### src/rtl/mem_arbiter.sv
// Two-port arbiter in front of a single delayed memory; each port holds one pending request.
// Define MEM_ARBITER_ROUND_ROBIN_EN for round-robin contention, otherwise port 0 has fixed priority.
module mem_arbiter #(
   parameter int unsigned addr_width = 32,
   parameter int unsigned data_width = 32
) (
   input  logic                  clk_i,
   input  logic                  rst_i,
   input  logic                  p0_rd_req_i,
   input  logic                  p0_wr_req_i,
   input  logic [addr_width-1:0] p0_addr_i,
   input  logic [data_width-1:0] p0_wr_data_i,
   output logic [data_width-1:0] p0_rd_data_o,
   output logic                  p0_busy_o,
   output logic                  p0_ack_o,
   input  logic                  p1_rd_req_i,
   input  logic                  p1_wr_req_i,
   input  logic [addr_width-1:0] p1_addr_i,
   input  logic [data_width-1:0] p1_wr_data_i,
   output logic [data_width-1:0] p1_rd_data_o,
   output logic                  p1_busy_o,
   output logic                  p1_ack_o,
   output logic                  mem_rd_req_o,
   output logic                  mem_wr_req_o,
   output logic [addr_width-1:0] mem_addr_o,
   output logic [data_width-1:0] mem_wr_data_o,
   input  logic [data_width-1:0] mem_rd_data_i,
   input  logic                  mem_busy_i,
   input  logic                  mem_ack_i
);

   typedef enum logic [1:0] {StIdle, StIssue, StWait, StResp} state_e;

   state_e                state_q, state_d;
   logic                  grant_q, grant_d;
   logic                  mem_is_wr_q, mem_is_wr_d;
   logic [addr_width-1:0] mem_addr_q, mem_addr_d;
   logic [data_width-1:0] mem_wr_data_q, mem_wr_data_d;
   logic [data_width-1:0] rd_data_q, rd_data_d;

   logic [1:0]            pend_q, pend_d;
   logic [1:0]            slot_wr_q, slot_wr_d;
   logic [addr_width-1:0] slot_addr_q [2];
   logic [addr_width-1:0] slot_addr_d [2];
   logic [data_width-1:0] slot_wdata_q [2];
   logic [data_width-1:0] slot_wdata_d [2];

   logic [1:0]            req_rd, req_wr, accept, busy, resp;
   logic [addr_width-1:0] req_addr [2];
   logic [data_width-1:0] req_wdata [2];
   logic                  win;

`ifdef MEM_ARBITER_ROUND_ROBIN_EN
   logic                  prio_q, prio_d;
`endif

   logic unused_mem_busy;
   assign unused_mem_busy = mem_busy_i;

   assign req_rd       = {p1_rd_req_i, p0_rd_req_i};
   assign req_wr       = {p1_wr_req_i, p0_wr_req_i};
   assign req_addr[0]  = p0_addr_i;
   assign req_addr[1]  = p1_addr_i;
   assign req_wdata[0] = p0_wr_data_i;
   assign req_wdata[1] = p1_wr_data_i;

   assign resp[0] = (state_q == StResp) && !grant_q;
   assign resp[1] = (state_q == StResp) && grant_q;
   // The slot being answered this cycle is free, so a fresh request may land in it.
   assign busy    = pend_q & ~resp;
   assign accept  = (req_rd | req_wr) & ~busy;

   always_comb begin
      pend_d       = pend_q & ~resp;
      slot_wr_d    = slot_wr_q;
      slot_addr_d  = slot_addr_q;
      slot_wdata_d = slot_wdata_q;
      for (int p = 0; p < 2; p++) begin
         if (accept[p]) begin
            pend_d[p]       = 1'b1;
            slot_wr_d[p]    = req_wr[p];
            slot_addr_d[p]  = req_addr[p];
            slot_wdata_d[p] = req_wr[p] ? req_wdata[p] : '0;
         end
      end
   end

   always_comb begin
      if (&pend_q) begin
`ifdef MEM_ARBITER_ROUND_ROBIN_EN
         win = prio_q;
`else
         win = 1'b0;
`endif
      end else begin
         win = pend_q[1];
      end
   end

   always_comb begin
      state_d       = state_q;
      grant_d       = grant_q;
      mem_is_wr_d   = mem_is_wr_q;
      mem_addr_d    = mem_addr_q;
      mem_wr_data_d = mem_wr_data_q;
      rd_data_d     = rd_data_q;
`ifdef MEM_ARBITER_ROUND_ROBIN_EN
      prio_d        = prio_q;
`endif
      unique case (state_q)
         StIdle: begin
            if (|pend_q) begin
               grant_d       = win;
               mem_is_wr_d   = slot_wr_q[win];
               mem_addr_d    = slot_addr_q[win];
               mem_wr_data_d = slot_wdata_q[win];
`ifdef MEM_ARBITER_ROUND_ROBIN_EN
               prio_d        = ~win;
`endif
               state_d       = StIssue;
            end
         end
         StIssue: state_d = StWait;
         StWait: begin
            if (mem_ack_i) begin
               rd_data_d = mem_is_wr_q ? '0 : mem_rd_data_i;
               state_d   = StResp;
            end
         end
         StResp: state_d = StIdle;
         default: state_d = StIdle;
      endcase
   end

   always_ff @(posedge clk_i) begin
      if (rst_i) begin
         state_q       <= StIdle;
         grant_q       <= 1'b0;
         mem_is_wr_q   <= 1'b0;
         mem_addr_q    <= '0;
         mem_wr_data_q <= '0;
         rd_data_q     <= '0;
         pend_q        <= '0;
         slot_wr_q     <= '0;
         slot_addr_q   <= '{default: '0};
         slot_wdata_q  <= '{default: '0};
`ifdef MEM_ARBITER_ROUND_ROBIN_EN
         prio_q        <= 1'b0;
`endif
      end else begin
         state_q       <= state_d;
         grant_q       <= grant_d;
         mem_is_wr_q   <= mem_is_wr_d;
         mem_addr_q    <= mem_addr_d;
         mem_wr_data_q <= mem_wr_data_d;
         rd_data_q     <= rd_data_d;
         pend_q        <= pend_d;
         slot_wr_q     <= slot_wr_d;
         slot_addr_q   <= slot_addr_d;
         slot_wdata_q  <= slot_wdata_d;
`ifdef MEM_ARBITER_ROUND_ROBIN_EN
         prio_q        <= prio_d;
`endif
      end
   end

   assign mem_rd_req_o  = (state_q == StIssue) && !mem_is_wr_q;
   assign mem_wr_req_o  = (state_q == StIssue) && mem_is_wr_q;
   assign mem_addr_o    = mem_addr_q;
   assign mem_wr_data_o = mem_wr_data_q;

   assign p0_ack_o     = resp[0];
   assign p1_ack_o     = resp[1];
   assign p0_busy_o    = busy[0];
   assign p1_busy_o    = busy[1];
   assign p0_rd_data_o = resp[0] ? rd_data_q : '0;
   assign p1_rd_data_o = resp[1] ? rd_data_q : '0;

`ifndef SYNTHESIS
   a_p0_req_busy: assert property (@(posedge clk_i) disable iff (rst_i)
      !((p0_rd_req_i || p0_wr_req_i) && p0_busy_o))
      else $error("p0 request ignored while busy");
   a_p1_req_busy: assert property (@(posedge clk_i) disable iff (rst_i)
      !((p1_rd_req_i || p1_wr_req_i) && p1_busy_o))
      else $error("p1 request ignored while busy");
   a_stray_ack: assert property (@(posedge clk_i) disable iff (rst_i)
      !(mem_ack_i && (state_q != StWait)))
      else $error("mem_ack ignored outside WAIT");
`endif

endmodule

### config.mk
export PLATFORM = sky130hd
export DESIGN_NAME = mem_arbiter
export DESIGN_NICKNAME = d
export VERILOG_FILES = /design/src/rtl/mem_arbiter.sv
export SDC_FILE = /design/constraint.sdc
export NUM_CORES = 1
export LEC_CHECK = 0
export CAP_MARGIN = 5
export CELL_PAD_IN_SITES_DETAIL_PLACEMENT = 0
export CELL_PAD_IN_SITES_GLOBAL_PLACEMENT = 1
export CORE_ASPECT_RATIO = 0.75
export CORE_MARGIN = 5
export CORE_UTILIZATION = 30
export DETAILED_ROUTE_END_ITERATION = 8
export GPL_TIMING_DRIVEN = 0
export PLACE_DENSITY = 0.83
export SYNTH_ARGS = -nofsm -noshare
export SYNTH_HDL_FRONTEND = slang
export SYNTH_SLANG_ARGS = --single-unit
### constraint.sdc
create_clock -name clk_i -period 1.6 [get_ports clk_i]
set_input_delay 0.4 -clock clk_i [delete_from_list [all_inputs] [get_ports clk_i]]
set_output_delay 0.4 -clock clk_i [all_outputs]
set_load 0.02 [all_outputs]
==> results of run 1 <==
[flip-flops by register name (all words and copies together) (netlist names), 2 cells and up]
| register | cells |
|---|---|
| pend_q | 2 |
| mem_addr_o | 32 |
| state_q | 2 |
| rd_data_q | 32 |
| slot_wr_q | 2 |
| slot_addr_q | 64 |
| slot_wdata_q | 64 |
| mem_wr_data_o | 32 |
[synthesized netlist by cell type]
cell | instances | share of area (%)
clkbuf_1 | 69 | 2.8
and3_4 | 1 | 0.12
buf_6 | 5 | 0.61
a22o_1 | 64 | 6.1
nor2_1 | 3 | 0.12
buf_4 | 3 | 0.25
nand4b_1 | 32 | 3.1
ha_1 | 4 | 0.55
a21oi_1 | 69 | 3.8
a31o_2 | 1 | 0.095
and3_1 | 32 | 2.2
buf_2 | 23 | 1.3
a21oi_2 | 2 | 0.19
nor2b_1 | 3 | 0.20
dfxtp_1 | 232 | 51
nor3_1 | 1 | 0.054
nand2_1 | 230 | 9.4
buf_1 | 2 | 0.082
mux2i_1 | 33 | 3.6
or2_0 | 1 | 0.068
clkbuf_2 | 2 | 0.11
nand2b_1 | 3 | 0.20
a211oi_1 | 1 | 0.082
a21bo_1 | 1 | 0.11
o21a_1 | 1 | 0.082
inv_1 | 5 | 0.20
a31oi_1 | 65 | 4.4
o21ai_1 | 5 | 0.27
o221a_2 | 1 | 0.12
nand3_1 | 32 | 1.7
and2_1 | 34 | 2.3
o21ai_0 | 92 | 5.0
inv_2 | 1 | 0.041
a21o_1 | 2 | 0.16
[power groups by stage]
| stage | Sequential, mW | Combinational (mW) | Clock (mW) |
|---|---|---|---|
| 4_1_cts | 7.44 | 5.55 | 6.29 |
| 3_3_place_gp | 7.51 | 5.29 | 0 |
| 3_5_place_dp | 7.51 | 5.34 | 0 |
| 6_report | 7.45 | 6.02 | 6.16 |
| 5_1_grt | 7.56 | 6.46 | 6.55 |
| 2_1_floorplan | 8.11 | 1.93 | 0 |
[worst max-delay path: stages (launching register included)]
cell	delay, ps
dfxtp_4	350
ha_4	200
nand2b_4	100
inv_6	50
buf_8	130
and2_2	190
buf_6	130
[layout make-up]
class	count	area (um2)
Multi-Input combinational cell	714	4385
Antenna cell	4	10.01
Inverter	6	41.29
Clock buffer	34	719.4
Buffer	100	795.8
Timing Repair Buffer	340	3536
Clock inverter	9	151.4
Sequential cell	232	4657
Fill cell	2886	15410
Tap cell	399	499.2
[layout by cell type, fill, tap and decap left out, drive strengths merged, types with 2 or more instances in the layout]
master	count
a21o	2
a21oi	71
a22o	64
a31o	2
a31oi	65
and2	34
and3	33
buf	154
bufinv	4
clkbuf	118
clkdlybuf4s15	38
clkdlybuf4s50	164
clkinv	3
clkinvlp	2
dfxtp	232
diode	4
ha	4
inv	6
mux2i	33
nand2	230
nand2b	3
nand3	32
nand4b	32
nor2	3
nor2b	3
o21ai	97
[logic make-up after synthesis]
group / after synthesis
buffers and inverters: 110
muxes: 33
adders and majority gates: 4
and+or+nand+nor: 372
DFF: 232
AOI/OAI and AO/OA: 304
[worst paths after layout]
path                             endpoint  depth (start not counted)
min            rd_data_q[31]$_SDFFE_PP0P_                          3
max reg2reg  slot_wdata_q[5]$_SDFFE_PP0P_                          7
min reg2reg  slot_addr_q[37]$_SDFFE_PP0P_                          2
max                      p0_rd_data_o[18]                          6
[metal layers]
metal / track usage [%] / up-vias
li1: - / 4455
met1: 26.95 / 4441
met2: 30.08 / 286
met3: 5.282 / 49
met4: 4.156 / 8
met5: 0 / -
[timing repair]
| item | CTS | global route |
|---|---|---|
| endpoints found under the setup margin | 358 | 298 |
| gates resized for setup | 707 | 173 |
| pin swaps | 4 | 37 |
| cloned | 5 | 10 |
| hold buffers | 0 | 0 |
| setup buffers | 14 | 14 |
==> results.py, run 1 <==
metrics = {
    "status": {
        "outcome": "complete, but fails checks",
        "violations": "negative setup slack",
    },
    "power": {
        "power_frac_clock_pct": 31.4,
        "p_comb_share_pct": 30.7,
        "power.density_nw_per_um2": 1327,
        "p_int_mw": 13.32,
        "switching_share_pct": 32.15,
        "peakVddDrop_uv": 803.1,
        "power_mw": 19.63,
        "p_sw_mw": 6.311,
        "power.leakage_nw": 5.795,
        "pwr-share-seq_pct": 38.0,
    },
    "final_layout": {
        "final_util_pct": 48.97,
        "drive_above_1_share_pct": 25.85,
        "fin_cells": 1838,
        "stdcell_area_um2": 14800,
        "area_growth_pct": 61.15,
        "finalNetCount": 1590,
    },
    "clock_network": {
        "clock_latency_ps": 520,
        "cts_tree": "yes",
        "numCtsBuffers": 24,
        "cts_root_buf": "clkbuf_16",
        "cts.path.max_buffers": 3,
        "htreeDepth": 1,
        "clkSinkCount": 232,
        "clkSlewWorstSetupHoldPaths_ps": 60,
    },
    "synthesis": {
        "ys_warn_count": 0,
        "synth_compound_area_share_pct": 20.43,
        "netlist_area_um2": 9181,
        "synthAdderAreaFrac_pct": 0.5451,
        "ys_ff_latch": 232,
        "synth.distinct_cells": 34,
        "syn_nets": 1227,
        "synth-xor-area-share_pct": 0,
        "synth-simple-area-share_pct": 19.47,
        "syn_inst": 1055,
        "synth_top_family_by_area": "compound AO/OA/AOI/OAI gates",
        "avgSynthCellArea_um2": 8.703,
        "muxShareOfSynthArea_pct": 3.598,
        "yosysSeqAreaShare_pct": 50.59,
    },
    "global_routing": {
        "grt_pass1_vias": 9016,
        "grt_max_degree": 15,
        "grt_pass1_wl_um": 52940,
        "grt_overflow": 0,
        "grt_util_all_layers_pct": 19.33,
        "antenna_found_initial": 6,
    },
    "timing": {
        "setup_violations": 166,
        "finalCriticalPeriod_ps": 2068,
        "setup_tns_ps": -39150,
        "finalHoldViolations": 0,
        "rsz0062_at_grt": "yes",
        "finalMaxSlewViolations": 0,
        "max_freq_mhz": 483.6,
        "skew_ps": 12.55,
        "worst_slack_ps": -467.8,
        "hold_ws_ps": 325.3,
        "worst_pin_slew_ps": 741.0,
        "fin_crit_sh_pct": 129.2,
        "maxSlewHeadroom_pct": 50.60,
    },
    "placed_design": {
        "dp_cells": 1752,
        "dpl_worst_slack_ps": -998.8,
        "routabilityCongestion": 0.8367,
        "place_area_um2": 12710,
        "dp.final_hpwl_um": 25360,
        "numPortBuffers": 298,
    },
    "drt": {
        "wl_met3_um": 2703,
        "wl_per_cell_um": 19.65,
        "highest_layer": "met5",
        "met2WireLength_um": 15940,
        "viasPerCell": 5.027,
        "ant_nets": 0,
        "wl_met1_um": 16750,
        "dr.pass1.iters": 5,
        "drcViolationCount": 0,
        "vias": 9239,
        "first_iter_violations": 489,
        "drt_wl_total_um": 36110,
    },
    "setup_path": {
        "required_ps": 1200,
        "endpoint_kind": "output port",
        "cp-start-kind": "register",
        "rrSetupSlack_ps": -180,
        "reg2reg_from": "state_q[1]$_SDFFE_PP0P_",
        "crit_start": "state_q[1]$_SDFFE_PP0P_",
        "crit_type": "register to output port",
        "critPathArrivalTime_ps": 1670,
        "path_max_fanout": 10,
    },
    "min_path": {
        "min_path_type": "primary input to register",
        "hold_start": "mem_ack_i",
    },
    "floorplan": {
        "rows": 55,
        "core_area_um2": 30210,
        "fp.dieArea_um2": 34240,
        "start_util_pct": 30.39,
        "ios": 302,
        "dieWidth_um": 212.0,
        "fp.dieH_um": 161.5,
    },
    "job": {
        "cap_viol_max_count": 0,
    },
}
Note: power is estimated with default switching activity, not from simulation.
==> run 2, diff against run 1 <==
Settings changed: CORE_MARGIN 5 to default.
==> results.py, run 2 (synthesis results as in run 1) <==
metrics = {
    "status": {
        "outcome": "complete, but fails checks",
        "violations": "negative setup slack",
    },
    "final_layout": {
        "final_common_cell": "nand2_1",
        "antenna_cells": 0,
        "fin_cells": 1826,
        "final_util_pct": 48.26,
        "layout_common_cells": "nand2_1 (229), dfxtp_1 (228), clkdlybuf4s50_1 (164)",
        "finalNetCount": 1580,
        "drive_above_1_share_pct": 26.14,
        "area_growth_pct": 58.44,
        "largestRegisters": "slot_addr_q (64), slot_wdata_q (64)",
    },
    "drt": {
        "wl_per_cell_um": 18.90,
        "first_iter_violations": 464,
        "ant_nets": 0,
        "viasPerCell": 5.059,
        "vias": 9237,
        "dr.pass1.iters": 5,
        "drt_wl_total_um": 34510,
        "drcViolationCount": 0,
    },
    "timing": {
        "finalHoldViolations": 0,
        "maxSlewHeadroom_pct": 53.69,
        "skew_ps": 22.43,
        "fin_crit_sh_pct": 133.2,
        "setup_violations": 122,
        "worst_pin_slew_ps": 694.7,
        "finalMaxSlewViolations": 0,
        "finalCriticalPeriod_ps": 2132,
        "rsz0062_at_grt": "yes",
        "max_freq_mhz": 469.1,
        "worst_slack_ps": -531.8,
        "setup_tns_ps": -38540,
    },
    "global_routing": {
        "grt_util_all_layers_pct": 20.82,
        "grt_overflow": 0,
        "grt_pass1_vias": 8984,
        "grt_max_degree": 14,
        "grt_pass1_wl_um": 51410,
        "antenna_found_initial": 0,
    },
    "setup_path": {
        "rrSetupSlack_ps": -160,
        "crit_start": "state_q[0]$_SDFFE_PP0P_",
        "cp-start-kind": "register",
        "path_max_fanout": 7,
        "critPathArrivalTime_ps": 1730,
        "reg2reg_from": "state_q[0]$_SDFFE_PP0P_",
        "required_ps": 1200,
        "reg2reg_depth": 7,
        "crit_type": "register to output port",
        "r2r_end": "slot_wdata_q[16]$_SDFFE_PP0P_",
        "endpoint_kind": "output port",
    },
    "clock_network": {
        "htreeDepth": 1,
        "clock_latency_ps": 540,
        "numCtsBuffers": 25,
        "cts_root_buf": "clkbuf_16",
        "cts.path.max_buffers": 3,
        "clkSinkCount": 232,
        "clkSlewWorstSetupHoldPaths_ps": 60,
        "cts_tree": "yes",
    },
    "job": {
        "cap_viol_max_count": 0,
    },
    "placed_design": {
        "dp.final_hpwl_um": 24170,
        "dp_cells": 1752,
        "dpl_worst_slack_ps": -1099,
        "numPortBuffers": 298,
        "routabilityCongestion": 0.8199,
    },
    "floorplan": {
        "core_area_um2": 30140,
        "fp.dieH_um": 153.5,
        "fp.dieArea_um2": 31320,
        "dieWidth_um": 204.0,
        "start_util_pct": 30.46,
        "rows": 55,
        "ios": 302,
    },
    "min_path": {
        "min_path_type": "primary input to register",
        "hold_start": "mem_ack_i",
        "min_to": "rd_data_q[31]$_SDFFE_PP0P_",
        "worst_hold_path.num_cells": 3,
    },
    "power": {
        "power.density_nw_per_um2": 1338,
        "peakVddDrop_uv": 760.7,
        "power_mw": 19.47,
        "power.leakage_nw": 5.754,
    },
}
## run 2: routing by layer
layer	wire [um]	global-route usage (%)
met4	553	3.802
met5	0	0
met3	2759	5.256
met2	15200	32.67
met1	16000	28.96
## run 2: power by group
part,internal [mW],total (mW),leakage [nW],switching (mW)
clock,3.70,6.13,0.430,2.42
sequential,6.79,7.43,1.91,0.640
combinational,2.64,5.91,3.42,3.27
## run 2: repair_timing
action                                  in CTS  in global routing
hold buffers                                 0                  0
pin swaps                                   23                 37
gates cloned                                 8                  5
buffers inserted                            16                  5
endpoints found under the setup margin     356                301
resized for setup                          714                155
## run 2: critical path: stages, from the launching register on
cell and delay, ps:
dfxtp_4 360, ha_4 180, nand2b_4 90, inv_6 50
buf_12 140, buf_8 120, and2_4 150, buf_6 120
## run 2: area by class of cell
cell class	count	area, um2
timing repair buffer	332	3319
clock buffer	33	695.7
inverter	6	41.29
tap	399	499.2
sequential	232	4657
buffer	98	754.5
multi-input combinational	713	4408
fill	2933	15600
clock inverter	13	171.4
## run 2: worst max-delay path by stage
stage,slack (ps),depth (start not counted),end
CTS,-550,7,p0_rd_data_o[16]
detailed placement,-1100,6,p0_rd_data_o[16]
floorplan,-50,5,p0_rd_data_o[10]
global placement,-1060,6,p0_rd_data_o[16]
finish,-530,7,p0_rd_data_o[7]
global route,-580,7,p0_rd_data_o[7]
## run 2: per-stage QoR
step                      hold slack [ps]  instance area, um2
after global placement              446.0               12710
after detailed placement            449.2               12710
after floorplan                     425.8                9230
after global routing                363.1               14550
after CTS                           326.0               14250
final                               326.5               14550
==> run 3, diff against run 2 <==
Settings changed: HOLD_SLACK_MARGIN from default to 0.06, RECOVER_POWER from default to 100.
==> results.py, run 3 (synthesis results as in run 1) <==
metrics = {
    "status": {
        "outcome": "complete, but fails checks",
        "violations": "negative setup slack",
    },
    "setup_path": {
        "path_max_fanout": 7,
        "required_ps": 1200,
        "critPathBufInv": 4,
        "crit_type": "register to output port",
        "cp-start-kind": "register",
        "cp_top_family": "buffers and inverters",
        "critPathArrivalTime_ps": 1730,
        "endpoint_kind": "output port",
        "critPathMaxStageDelay_ps": 360,
        "cp_cell_sequence": "ha_4 > nand2b_4 > inv_6 > buf_12 > buf_8 > and2_4 > buf_6",
        "cp_slowest_cell": "dfxtp_4",
    },
    "drt": {
        "drt_wl_total_um": 34510,
        "wl_met1_um": 16100,
        "highest_layer": "met4",
        "viasPerCell": 5.075,
        "wl_met3_um": 2617,
        "met2WireLength_um": 15210,
        "first_iter_violations": 451,
        "wl_per_cell_um": 18.88,
        "dr.pass1.iters": 5,
        "ant_nets": 0,
        "vias": 9278,
        "drcViolationCount": 0,
    },
    "global_routing": {
        "grt_overflow": 0,
        "antenna_found_initial": 0,
        "grt_max_degree": 14,
        "grt_util_all_layers_pct": 20.82,
        "grt_pass1_vias": 8984,
        "grt_pass1_wl_um": 51410,
    },
    "placed_design": {
        "dp_cells": 1752,
        "numPortBuffers": 298,
        "routabilityCongestion": 0.8199,
        "place_area_um2": 12710,
        "dp.final_hpwl_um": 24170,
    },
    "min_path": {
        "min_path_type": "primary input to register",
    },
    "floorplan": {
        "fp.dieH_um": 153.5,
        "rows": 55,
        "fp.dieArea_um2": 31320,
        "start_util_pct": 30.46,
        "dieWidth_um": 204.0,
        "core_area_um2": 30140,
        "ios": 302,
    },
    "timing": {
        "finalCriticalPeriod_ps": 2128,
        "maxSlewHeadroom_pct": 53.13,
        "skew_ps": 20.49,
        "rsz0062_at_grt": "yes",
        "worst_slack_ps": -527.7,
        "max_freq_mhz": 470.0,
        "finalHoldViolations": 0,
        "finalMaxSlewViolations": 0,
        "setup_violations": 157,
        "fin_crit_sh_pct": 133.0,
        "worst_pin_slew_ps": 703.1,
        "hold_ws_ps": 336.6,
    },
    "final_layout": {
        "area_growth_pct": 58.35,
        "layout_common_cells": "nand2_1 (229), dfxtp_1 (228), clkdlybuf4s50_1 (164)",
        "drive_above_1_share_pct": 26.07,
        "final_common_cell": "nand2_1",
        "largestRegisters": "slot_addr_q (64), slot_wdata_q (64)",
        "fin_cells": 1828,
        "stdcell_area_um2": 14540,
        "finalNetCount": 1580,
    },
    "clock_network": {
        "clock_latency_ps": 530,
        "cts.path.max_buffers": 3,
        "clkSlewWorstSetupHoldPaths_ps": 60,
        "numCtsBuffers": 25,
        "clkSinkCount": 232,
        "postCtsHoldBufs": 0,
        "htreeDepth": 1,
        "cts_tree": "yes",
        "cts_root_buf": "clkbuf_16",
    },
    "power": {
        "power.leakage_nw": 5.753,
        "peakVddDrop_uv": 760.3,
        "power_mw": 19.45,
        "power.density_nw_per_um2": 1338,
    },
    "job": {
        "cap_viol_max_count": 0,
    },
}
-- run 3: where the power goes --
| group | internal [mW] | leakage (nW) | switching, mW |
|---|---|---|---|
| sequential | 6.79 | 1.91 | 0.639 |
| combinational | 2.62 | 3.42 | 3.26 |
| clock | 3.70 | 0.430 | 2.42 |
-- run 3: per-stage QoR --
step | setup WS [ps] | util, % | TNS [ps]
2_1_floorplan | -45.09 | - | -901.9
3_3_place_gp | -1063 | 42.18 | -152940
3_5_place_dp | -1099 | 42.18 | -158400
4_1_cts | -547.3 | 47.29 | -36520
5_1_grt | -577.6 | 48.22 | -46750
6_report | -527.7 | 48.24 | -38860
-- run 3: worst paths after layout --
check	startpoint	endpoint	slack (ps)	depth (start not counted)
worst min-delay path	mem_ack_i	rd_data_q[31]$_SDFFE_PP0P_	340	3
worst max-delay path	state_q[0]$_SDFFE_PP0P_	p0_rd_data_o[7]	-530	7
worst max register to register	state_q[0]$_SDFFE_PP0P_	slot_wdata_q[16]$_SDFFE_PP0P_	-160	7
worst min register to register	slot_addr_q[36]$_SDFFE_PP0P_	slot_addr_q[36]$_SDFFE_PP0P_	460	2
-- run 3: routing by layer --
metal / vias up / track usage, %
met5: - / 0
met4: 0 / 3.802
met3: 43 / 5.256
met2: 314 / 32.67
met1: 4475 / 28.96
li1: 4446 / -
-- run 3: area by class of cell --
type / count / area (um2)
antenna: 2 / 5.005
buffer: 98 / 754.5
clock buffer: 33 / 695.7
clock inverter: 13 / 171.4
fill: 2935 / 15600
inverter: 6 / 41.29
multi-input combinational: 713 / 4395
sequential: 232 / 4657
tap: 399 / 499.2
timing repair buffer: 332 / 3319
-- run 3: worst register-to-register path, cell delays in order (launching register included) --
cell     delay [ps]
dfxtp_4         360
ha_4            180
buf_4           130
a21bo_4         230
buf_8           130
and3_4          260
buf_16          180
a22o_1          200
-- run 3: timing repair --
action / in CTS / in global routing
cloned: 8 / 5
endpoints found under the setup margin: 356 / 301
resized for setup: 714 / 155
pin swaps: 23 / 37
setup buffers: 16 / 5
